[src/rtl/microseq.sv]
// Microcode sequencer: fetches one micro-op per cycle from an external ROM,
// dispatches on {mode, opcode} through an external label table, and supports
// conditional branches plus call/return on a small internal stack.
module microseq #(
    parameter int unsigned CTRL_W = 32,
    parameter int unsigned UPC_W  = 10,
    parameter int unsigned OP_W   = 8,
    parameter int unsigned MODE_W = 1,
    parameter int unsigned NCOND  = 8,
    parameter int unsigned STK_D  = 4
) (
    input  logic                   clk,
    input  logic                   rst_b,
    input  logic [MODE_W-1:0]      mode,
    input  logic [OP_W-1:0]        opcode,
    input  logic [NCOND-1:0]       cond,
    input  logic                   mc__stall,
    input  logic                   err_clr,
    output logic [UPC_W-1:0]       rom_addr,
    input  logic [CTRL_W-1:0]      rom_data,
    output logic [MODE_W+OP_W-1:0] disp_addr,
    input  logic [UPC_W:0]         disp_data,
    output logic [CTRL_W-1:0]      mc__control,
    output logic                   mc__more,
    output logic [UPC_W-1:0]       mc__upc,
    output logic                   mc__dispatch,
    output logic                   mc__illegal,
    output logic [1:0]             mc__err
);

    localparam int unsigned CS_W = $clog2(NCOND);
    localparam int unsigned SP_W = $clog2(STK_D + 1);

    localparam logic [1:0] SeqNext   = 2'b00;
    localparam logic [1:0] SeqBranch = 2'b01;
    localparam logic [1:0] SeqCall   = 2'b10;
    localparam logic [1:0] SeqReturn = 2'b11;

    // Architectural state
    logic [CTRL_W-1:0] op_q, op_d;
    logic [UPC_W-1:0]  upc_q, upc_d;
    logic              bubble_q, bubble_d;
    logic              dispatch_q, dispatch_d;
    logic              illegal_q, illegal_d;
    logic [1:0]        err_q, err_d;
    logic [UPC_W-1:0]  stack_q [STK_D];
    logic [UPC_W-1:0]  stack_d [STK_D];
    logic [SP_W-1:0]   sp_q, sp_d;

    // Decoded fields of the current (held) micro-op
    logic              op_more;
    logic [1:0]        op_seq;
    logic [CS_W-1:0]   op_csel;
    logic [UPC_W-1:0]  op_target;

    // Sequencing decisions
    logic [UPC_W-1:0]  upc_inc;
    logic [UPC_W-1:0]  pop_val;
    logic [UPC_W-1:0]  next_upc;
    logic [UPC_W-1:0]  disp_entry;
    logic              disp_valid;
    logic              take_disp;
    logic              do_push;
    logic              do_pop;
    logic              ovf;
    logic              unf;

    assign op_more    = op_q[0];
    assign op_seq     = op_q[2:1];
    assign op_csel    = op_q[3 +: CS_W];
    assign op_target  = op_q[3 + CS_W +: UPC_W];

    assign upc_inc    = upc_q + UPC_W'(1);
    assign disp_addr  = {mode, opcode};
    assign disp_entry = disp_data[UPC_W-1:0];
    assign disp_valid = disp_data[UPC_W];

    // Top-of-stack read; index by compare so sp can range 0..STK_D without an
    // out-of-range array access.
    always_comb begin
        pop_val = '0;
        for (int unsigned i = 0; i < STK_D; i++) begin
            if (sp_q == SP_W'(i + 1)) begin
                pop_val = stack_q[i];
            end
        end
    end

    // Next micro-PC selection from the current op and the condition inputs
    always_comb begin
        take_disp = 1'b0;
        do_push   = 1'b0;
        do_pop    = 1'b0;
        ovf       = 1'b0;
        unf       = 1'b0;
        next_upc  = upc_inc;
        case (op_seq)
            SeqNext: begin
                take_disp = ~op_more;
            end
            SeqBranch: begin
                if (cond[op_csel]) begin
                    next_upc = op_target;
                end else begin
                    take_disp = ~op_more;
                end
            end
            SeqCall: begin
                // A full stack drops the return address but still takes the jump
                next_upc = op_target;
                if (sp_q == SP_W'(STK_D)) begin
                    ovf = 1'b1;
                end else begin
                    do_push = 1'b1;
                end
            end
            SeqReturn: begin
                if (sp_q == '0) begin
                    unf       = 1'b1;
                    take_disp = 1'b1;
                end else begin
                    do_pop   = 1'b1;
                    next_upc = pop_val;
                end
            end
            default: begin
                take_disp = 1'b1;
            end
        endcase
        if (take_disp) begin
            next_upc = disp_entry;
        end
    end

    assign rom_addr = next_upc;

    // Register next-state: advance, or hold and bubble while stalled
    always_comb begin
        op_d       = op_q;
        upc_d      = upc_q;
        bubble_d   = 1'b1;
        dispatch_d = 1'b0;
        illegal_d  = 1'b0;
        sp_d       = sp_q;
        stack_d    = stack_q;
        err_d      = err_clr ? 2'b00 : err_q;
        if (!mc__stall) begin
            bubble_d   = 1'b0;
            dispatch_d = take_disp;
            // A fresh error on this edge overrides a simultaneous clear
            err_d      = err_d | {unf, ovf};
            if (take_disp && !disp_valid) begin
                // Illegal opcode: issue a null op; it dispatches again next cycle
                op_d      = '0;
                upc_d     = disp_entry;
                illegal_d = 1'b1;
            end else begin
                op_d  = rom_data;
                upc_d = next_upc;
                if (do_push) begin
                    for (int unsigned i = 0; i < STK_D; i++) begin
                        if (sp_q == SP_W'(i)) begin
                            stack_d[i] = upc_inc;
                        end
                    end
                    sp_d = sp_q + SP_W'(1);
                end else if (do_pop) begin
                    sp_d = sp_q - SP_W'(1);
                end
            end
        end
    end

    // State registers with asynchronous active-low reset
    always_ff @(posedge clk or negedge rst_b) begin
        if (!rst_b) begin
            op_q       <= '0;
            upc_q      <= '0;
            bubble_q   <= 1'b0;
            dispatch_q <= 1'b0;
            illegal_q  <= 1'b0;
            err_q      <= 2'b00;
            sp_q       <= '0;
            for (int unsigned i = 0; i < STK_D; i++) begin
                stack_q[i] <= '0;
            end
        end else begin
            op_q       <= op_d;
            upc_q      <= upc_d;
            bubble_q   <= bubble_d;
            dispatch_q <= dispatch_d;
            illegal_q  <= illegal_d;
            err_q      <= err_d;
            sp_q       <= sp_d;
            stack_q    <= stack_d;
        end
    end

    // A bubble keeps only the 'more' bit so the datapath sees a no-op
    assign mc__control  = bubble_q ? {{(CTRL_W-1){1'b0}}, op_q[0]} : op_q;
    assign mc__more     = op_q[0];
    assign mc__upc      = upc_q;
    assign mc__dispatch = dispatch_q;
    assign mc__illegal  = illegal_q;
    assign mc__err      = err_q;

endmodule

[config.mk]
export PLATFORM = sky130hd
export DESIGN_NAME = microseq
export DESIGN_NICKNAME = d
export VERILOG_FILES = /design/src/rtl/microseq.sv
export SDC_FILE = /design/constraint.sdc
export NUM_CORES = 1
export LEC_CHECK = 0
export ABC_AREA = 1
export CORE_ASPECT_RATIO = 1.5
export CORE_UTILIZATION = 54
export CTS_BUF_LIST = sky130_fd_sc_hd__clkbuf_4 sky130_fd_sc_hd__clkbuf_8
export DETAILED_ROUTE_END_ITERATION = 10
export PLACE_DENSITY = 0.88
export SYNTH_ARGS = -nofsm -noshare
export SYNTH_HDL_FRONTEND = slang
export SYNTH_SLANG_ARGS = --single-unit
[constraint.sdc]
create_clock -name clk -period 3.8 [get_ports clk]
set_input_delay 0.76 -clock clk [delete_from_list [all_inputs] [get_ports clk]]
set_output_delay 0.76 -clock clk [all_outputs]
set_load 0.005 [all_outputs]
==> results.json <==
{
  "status": "finished clean",
  "ys_ff_latch": 90,
  "grt_pass1_wl_mm": 23.2,
  "endpoint_kind": "output pin",
  "cp.required_ns": 3.04,
  "use_met2_pct": 53.5,
  "synth_xor_area_share_pct": 1.43,
  "use_met3_pct": 4.83,
  "avgSynthCellArea_um2": 7.39,
  "ys_types": 28,
  "die_x_um": 79.9,
  "path_cells": "clkdlybuf4s50_1 -> inv_1 -> nand2_1 -> nand3_1 -> nand3_1 -> nand2_2 -> nand3_2 -> nand3_4 -> clkinvlp_4 -> or2_2 -> and2_1 -> clkdlybuf4s50_1",
  "clock-sinks": 90,
  "pin_count": 130,
  "numCtsBuffers": 9,
  "netlist_instances": 665,
  "synth_compound_area_share_pct": 9.27,
  "routedWlPerCell_um": 16.5,
  "met1_usage_pct": 37.0,
  "fin_crit_sh_pct": 98.1,
  "cp.arrival_ns": 2.97,
  "core-area_um2": 8830,
  "area_growth_pct": 29.9,
  "cap_violations": 0,
  "start_util_pct": 55.6,
  "synthTopCellsByArea": "dfrtp_1, nand2_1, nand3_1, inv_1, o21ai_0",
  "synth_mux_area_share_pct": 0,
  "insertion_delay_ns": 0.37,
  "dr.pass1.iters": 5,
  "peakVddDrop_mv": 0.388,
  "antenna_found_initial": 0,
  "grt_usage_pct": 32.3,
  "rsz0062_at_grt": "yes",
  "setup_viol_count_final": 0,
  "layout-drive-gt1-share_pct": 8.90,
  "vias": 4959,
  "via_per_inst": 5.60,
  "place_ws_ns": 0.0575,
  "rows": 42,
  "worstHoldPathType": "input port to async pin",
  "wl_mm": 14.6,
  "nFillCells": 674,
  "htree_levels": 3,
  "drt_iter0_drc": 459,
  "dieArea_um2": 9490,
  "die_y_um": 119,
  "crit_path_max_incr_delay_ns": 0.45,
  "slew_violations": 0,
  "setup_ws_ns": 0.0727,
  "io_buffers": 111,
  "power_density_nw_per_um2": 593,
  "clockBufferDepth": 2,
  "relSlewSlack_pct": 32.9,
  "top_usage_layer": "met2",
  "fin_util_pct": 72.3,
  "drc_errors": 0,
  "grt_overflow_total": 0,
  "fmax_ghz": 0.268,
  "hold_violations": 0,
  "yosysTopAreaCell": "dfrtp_1",
  "ys_seq_area_share_pct": 45.8,
  "crit_path_start_kind": "input port",
  "synth-simple-area-share_pct": 31.3,
  "ys_top_cells_by_count": "nand2_1, dfrtp_1, inv_1, nand3_1, nor2_1",
  "syn_nets": 736,
  "worstMarginPinSlew_ns": 1.01,
  "synth_fa_ha_area_share_pct": 1.78,
  "routabilityCongestion": 0.990,
  "synthesis.area_um2": 4910,
  "synth-edff-count": 0,
  "leakagePower_nw": 3.20,
  "nNetsFinal": 841,
  "critical-path-slowest-cell": "clkdlybuf4s50_1",
  "skew_ns": 0.00987,
  "diodes": 0,
  "synth_top_family_by_area": "simple AND/OR/NAND/NOR gates",
  "cts-root-buf": "clkbuf_8",
  "postRouteAntennaNets": 0,
  "grt_max_degree": 63,
  "clk_pin_slew_worst_paths_ns": 0.09,
  "yosys_warnings": 0,
  "synth_top_area_share_pct": 45.8,
  "dp_hpwl_mm": 10.7,
  "cts_tree": "yes",
  "layout_min_cycle_time_ns": 3.73,
  "yosysMostFrequentCell": "nand2_1",
  "critPathKind": "input port to output pin",
  "grt_pass1_vias": 4905,
  "cp_max_fo": 8,
  "ys_async_sr_fraction_pct": 100,
  "synthFlopType": "dfrtp_1"
}
==> critical path: cells and delay by family <==
| kind | cells | cell delay (ns) |
|---|---|---|
| buf+inv | 4 | 1.09 |
| simple gates | 8 | 1.09 |
==> through the flow <==
| stage | std cells | power [W] | TNS, ns | instance area (µm²) | hold slack, ns |
|---|---|---|---|---|---|
| detailed placement | 866 | 0.00290 | 0 | 6060 | 0.453 |
| global placement | 866 | 0.00285 | 0 | 6060 | 0.449 |
| floorplan | 665 | 0.00222 | 0 | 4910 | 0.437 |
| finish | 885 | 0.00378 | 0 | 6380 | 0.463 |
| CTS | 882 | 0.00371 | -0.0133 | 6310 | 0.474 |
| global route | 885 | 0.00399 | -0.0232 | 6380 | 0.495 |
==> path summary, 6_finish.rpt <==
check                               to  slack, ns  cells past startpoint        from
min in group clk            stack_q[9]       0.48                      2  stack_q[9]
setup / recovery           rom_addr[7]       0.07                     12     cond[5]
max in group asynchronous     op_q[13]       2.60                      2       rst_b
hold reg to reg             stack_q[9]       0.48                      2  stack_q[9]
hold / removal             stack_q[13]       0.46                      1       rst_b
setup reg to reg              op_q[17]       1.09                     11     sp_q[1]
==> power by group <==
group	switching, W	internal [W]
clock network	0.000355	0.000456
registers	0.000190	0.00121
logic	0.000924	0.000648
total	0.00147	0.00232
==> per-layer routing <==
layer | up-vias | wire (µm)
met5 | - | 0
met4 | 0 | 1050
met3 | 66 | 1030
met2 | 266 | 7290
met1 | 2329 | 5240
li1 | 2298 | -
==> cells in the final DEF (no fill, tap or decap), drive strengths merged <==
cell / netlist / routed
a21oi: 17 / 17
a31oi: 5 / 5
and2: 3 / 3
buf: 25 / 21
bufinv: 0 / 3
clkbuf: 13 / 10
clkdlybuf4s50: 0 / 110
clkinv: 1 / 2
clkinvlp: 0 / 5
dfrtp: 90 / 90
ha: 7 / 7
inv: 74 / 72
nand2: 218 / 218
nand3: 62 / 62
nand4: 13 / 13
nor2: 55 / 55
nor3: 1 / 1
o211ai: 7 / 7
o21ai: 52 / 52
o22ai: 1 / 1
o32ai: 1 / 1
or2: 12 / 12
xnor2: 1 / 1
xor2: 7 / 7
==> state kept, by name, indices dropped and copies added (netlist names) <==
| register | cells |
|---|---|
| bubble_q | 1 |
| mc__upc | 10 |
| mc__dispatch | 1 |
| mc__illegal | 1 |
| op_q | 32 |
| sp_q | 3 |
| stack_q | 40 |
| mc__err | 2 |
==> area by class of cell <==
type	instances	area [µm²]	share of cell area, %
sequential	90	2250	35.3
multi-input combinational	462	2180	34.2
timing repair buffer	131	1260	19.8
inverter	75	289	4.53
clock buffer	10	138	2.16
tap	110	138	2.16
clock inverter	6	114	1.78
timing repair inverter	1	7.51	0.118
==> cell families after synthesis <==
| kind of cell | after synthesis |
|---|---|
| AOI/OAI and AO/OA | 83 |
| xor gates and xnor gates | 8 |
| adders and majority gates | 7 |
| buffers and inverters | 113 |
| DFF | 90 |
| and+or+nand+nor | 364 |
==> timing repair <==
item | CTS | global route
gates cloned | 0 | 1
resized for setup | 0 | 14
hold buffers | 0 | 0
hold endpoints to repair | 0 | 0
pin swaps | 0 | 0
buffers inserted | 0 | 2
setup endpoints to repair | 1 | 10
(Power assumes the default switching activity.)
==> RTL edit: new RTL, same settings <==
`OP_W`: 8 -> 9.
--- a/src/rtl/microseq.sv
+++ b/src/rtl/microseq.sv
@@ -4,7 +4,7 @@
 module microseq #(
     parameter int unsigned CTRL_W = 32,
     parameter int unsigned UPC_W  = 10,
-    parameter int unsigned OP_W   = 8,
+    parameter int unsigned OP_W   = 9,
     parameter int unsigned MODE_W = 1,
     parameter int unsigned NCOND  = 8,
     parameter int unsigned STK_D  = 4
Ports: changed (resized disp_addr and opcode); port bits go from 130 to 132. The function was not compared with the original's and may differ.
==> RTL edit against the original RTL <==
Wire length rose by 2.6%; final area fell by 0.37%; sequential cell count did not move; count of clock-buffer cells in the layout rose by 2; total power fell by 1.6%; maximum frequency rose by 1.1%; area after synthesis rose by 0.15%; clock skew fell by 6.0 ps; non-clock buffer count rose by 1; setup slack improved by 39 ps; clock power fell by 11%; final cell count fell by 0.11%.
==> RTL edit: results (changes against the original RTL) <==
outcome:
  outcome: "finished clean"  # unchanged
final_layout:
  antenna_cells: 0  # unchanged
  drive_gt1_share_pct: 8.91  # was 8.90%
  finalNonFillerCells: 884  # was 885
  final_nets: 842  # was 841
  largest_register_ffs: 40  # unchanged
  fill_cells: 654  # was 674
  top_register: "stack_q"  # unchanged
worst_setup_path:
  r2r_slack_ps: 1190  # was 1090 ps
  slowest_stage: "clkdlybuf4s50_1"  # unchanged
  path_max_fanout: 6  # was 8
  arrival_ps: 2930  # was 2970 ps
  slowest_delay_ps: 450  # about the same
  path_delay_family: "buffers and inverters"  # unchanged
  r2r_end: "op_q[2]"  # was op_q[17]
  regToRegStartpoint: "sp_q[1]"  # unchanged
  r2r_cells: 10  # was 11
logic_synthesis:
  synth.top_cells.by_count: "nand2_1 (215), dfrtp_1 (90), inv_1 (72)"  # unchanged
  syn-num-nets: 738  # was 736
  synthArstFlopShare_pct: 100  # unchanged
  synth_area_per_cell_um2: 7.39  # about the same
  ys_types: 28  # unchanged
  synth-seq-area-share_pct: 45.8  # about the same
  synth_area_leaders: "dfrtp_1 (46%), nand2_1 (16%), nand3_1 (6.1%)"  # unchanged
  ys.flop_type: "dfrtp_1"  # unchanged
  yosysWarnings: 0  # unchanged
clocking:
  clk_latency_ps: 370  # about the same
  clkSlewWorstSetupHoldPaths_ps: 80
  clock_path_buffers: 2  # unchanged
  ctsHtreeMaxLevel: 3  # unchanged
  numCtsBuffers: 9  # unchanged
  root_buffer: "clkbuf_8"  # unchanged
timing:
  slew_headroom_pct: 34.0  # was 32.9%
  clock_skew_ps: 3.84  # was 9.87 ps
detailed_routing:
  drt-wirelength-per-cell_um: 17.0  # was 16.5 µm
  drt_iter0_markers: 429  # was 459
  vias_per_cell: 5.65  # was 5.60
  drt_pass1_iterations: 5  # unchanged
place:
  io_buffers: 111  # unchanged
  dp_slack_ps: 146  # was 57.5 ps
  dp_hpwl_um: 10800  # was 10700 µm
  dp_cells: 867  # was 866
  gp_congestion: 0.988  # was 0.990
global_route:
  grt_pass1_wl_um: 24000  # was 23200 µm
  antenna_found_initial: 0  # unchanged
  grt_max_degree: 56  # was 63
  grt_pass1_vias: 5040  # was 4905
  grt.total_usage_pct: 33.3  # was 32.3%
min_path:
  hp-class: "input pin to async pin"  # unchanged
power:
  p_leak_nw: 3.20  # about the same
  max-vdd-ir-drop_mv: 0.352  # was 0.388 mV
-- RTL edit: cell types whose count changed in the layout (fill, tap and decap cells not counted), moves of 2 or more --
cell / before / now
nand3_2: 1 / 3
clkinvlp_4: 5 / 1
clkbuf_4: 0 / 3
nand3_1: 60 / 58
-- RTL edit: worst max path at each step --
stage | cells past startpoint | start | slack, ps | endpoint
after floorplan | 12 | cond[3] | 1180 | rom_addr[3]
after global placement | 13 | cond[3] | 200 | rom_addr[8]
after detailed placement | 13 | cond[1] | 150 | rom_addr[8]
after CTS | 10 | sp_q[1] | 30 | rom_addr[1]
after global routing | 13 | cond[3] | 4 | rom_addr[8]
final | 13 | cond[3] | 110 | rom_addr[8]
-- RTL edit: what timing repair did --
| action | CTS | global route |
|---|---|---|
| gates cloned | 0 | 1 |
| gates resized for setup | 1 | 14 |
| setup buffers | 0 | 1 |
| setup endpoints to repair | 1 | 10 |
-- RTL edit: power breakdown --
part	switching [W]	internal, W	leakage (nW)
Clock	0.000335	0.000389	0.111
Sequential	0.000193	0.00121	1.16
Combinational	0.000934	0.000662	1.94
Total	0.00146	0.00226	3.20
-- RTL edit: metrics by stage --
stage                     hold WS, ps  instance area [µm²]
after CTS                         452                 6280
after floorplan                   437                 4920
final                             433                 6360
after global routing              493                 6360
after global placement            448                 6070
after detailed placement          454                 6070
-- RTL edit: cell families (layout without fill, tap and decap cells) --
logic type / count (synthesis) / in the layout / synth area share [%]
AO/OA/AOI/OAI: 83 / 83 / 9.26
XOR/XNOR: 8 / 8 / 1.42
adder cells (fa/ha/maj): 7 / 7 / 1.78
buffers and inverters: 114 / 222 / 10.6
flip-flops: 90 / 90 / 45.8
AND/OR/NAND/NOR: 364 / 364 / 31.2
-- RTL edit: cell type report --
cell class | count | share of cell area [%]
flip-flops and latches | 90 | 35.4
multi-input cells | 462 | 34.6
repair buffers | 132 | 19.9
inverters | 75 | 4.49
clock buffers | 12 | 2.30
well taps | 110 | 2.17
clock inverters | 3 | 1.02
-- RTL edit: routing by layer --
layer | vias to the layer above | GRT usage, % | part of all wire, % | wire, µm
met2 | 273 | 55.0 | 50 | 7550
met3 | 68 | 5.36 | 6.8 | 1020
met4 | 0 | 22.4 | 6.9 | 1030
met1 | 2359 | 39.2 | 36 | 5390
li1 | 2298 | - | - | -
met5 | - | 0 | 0 | 0
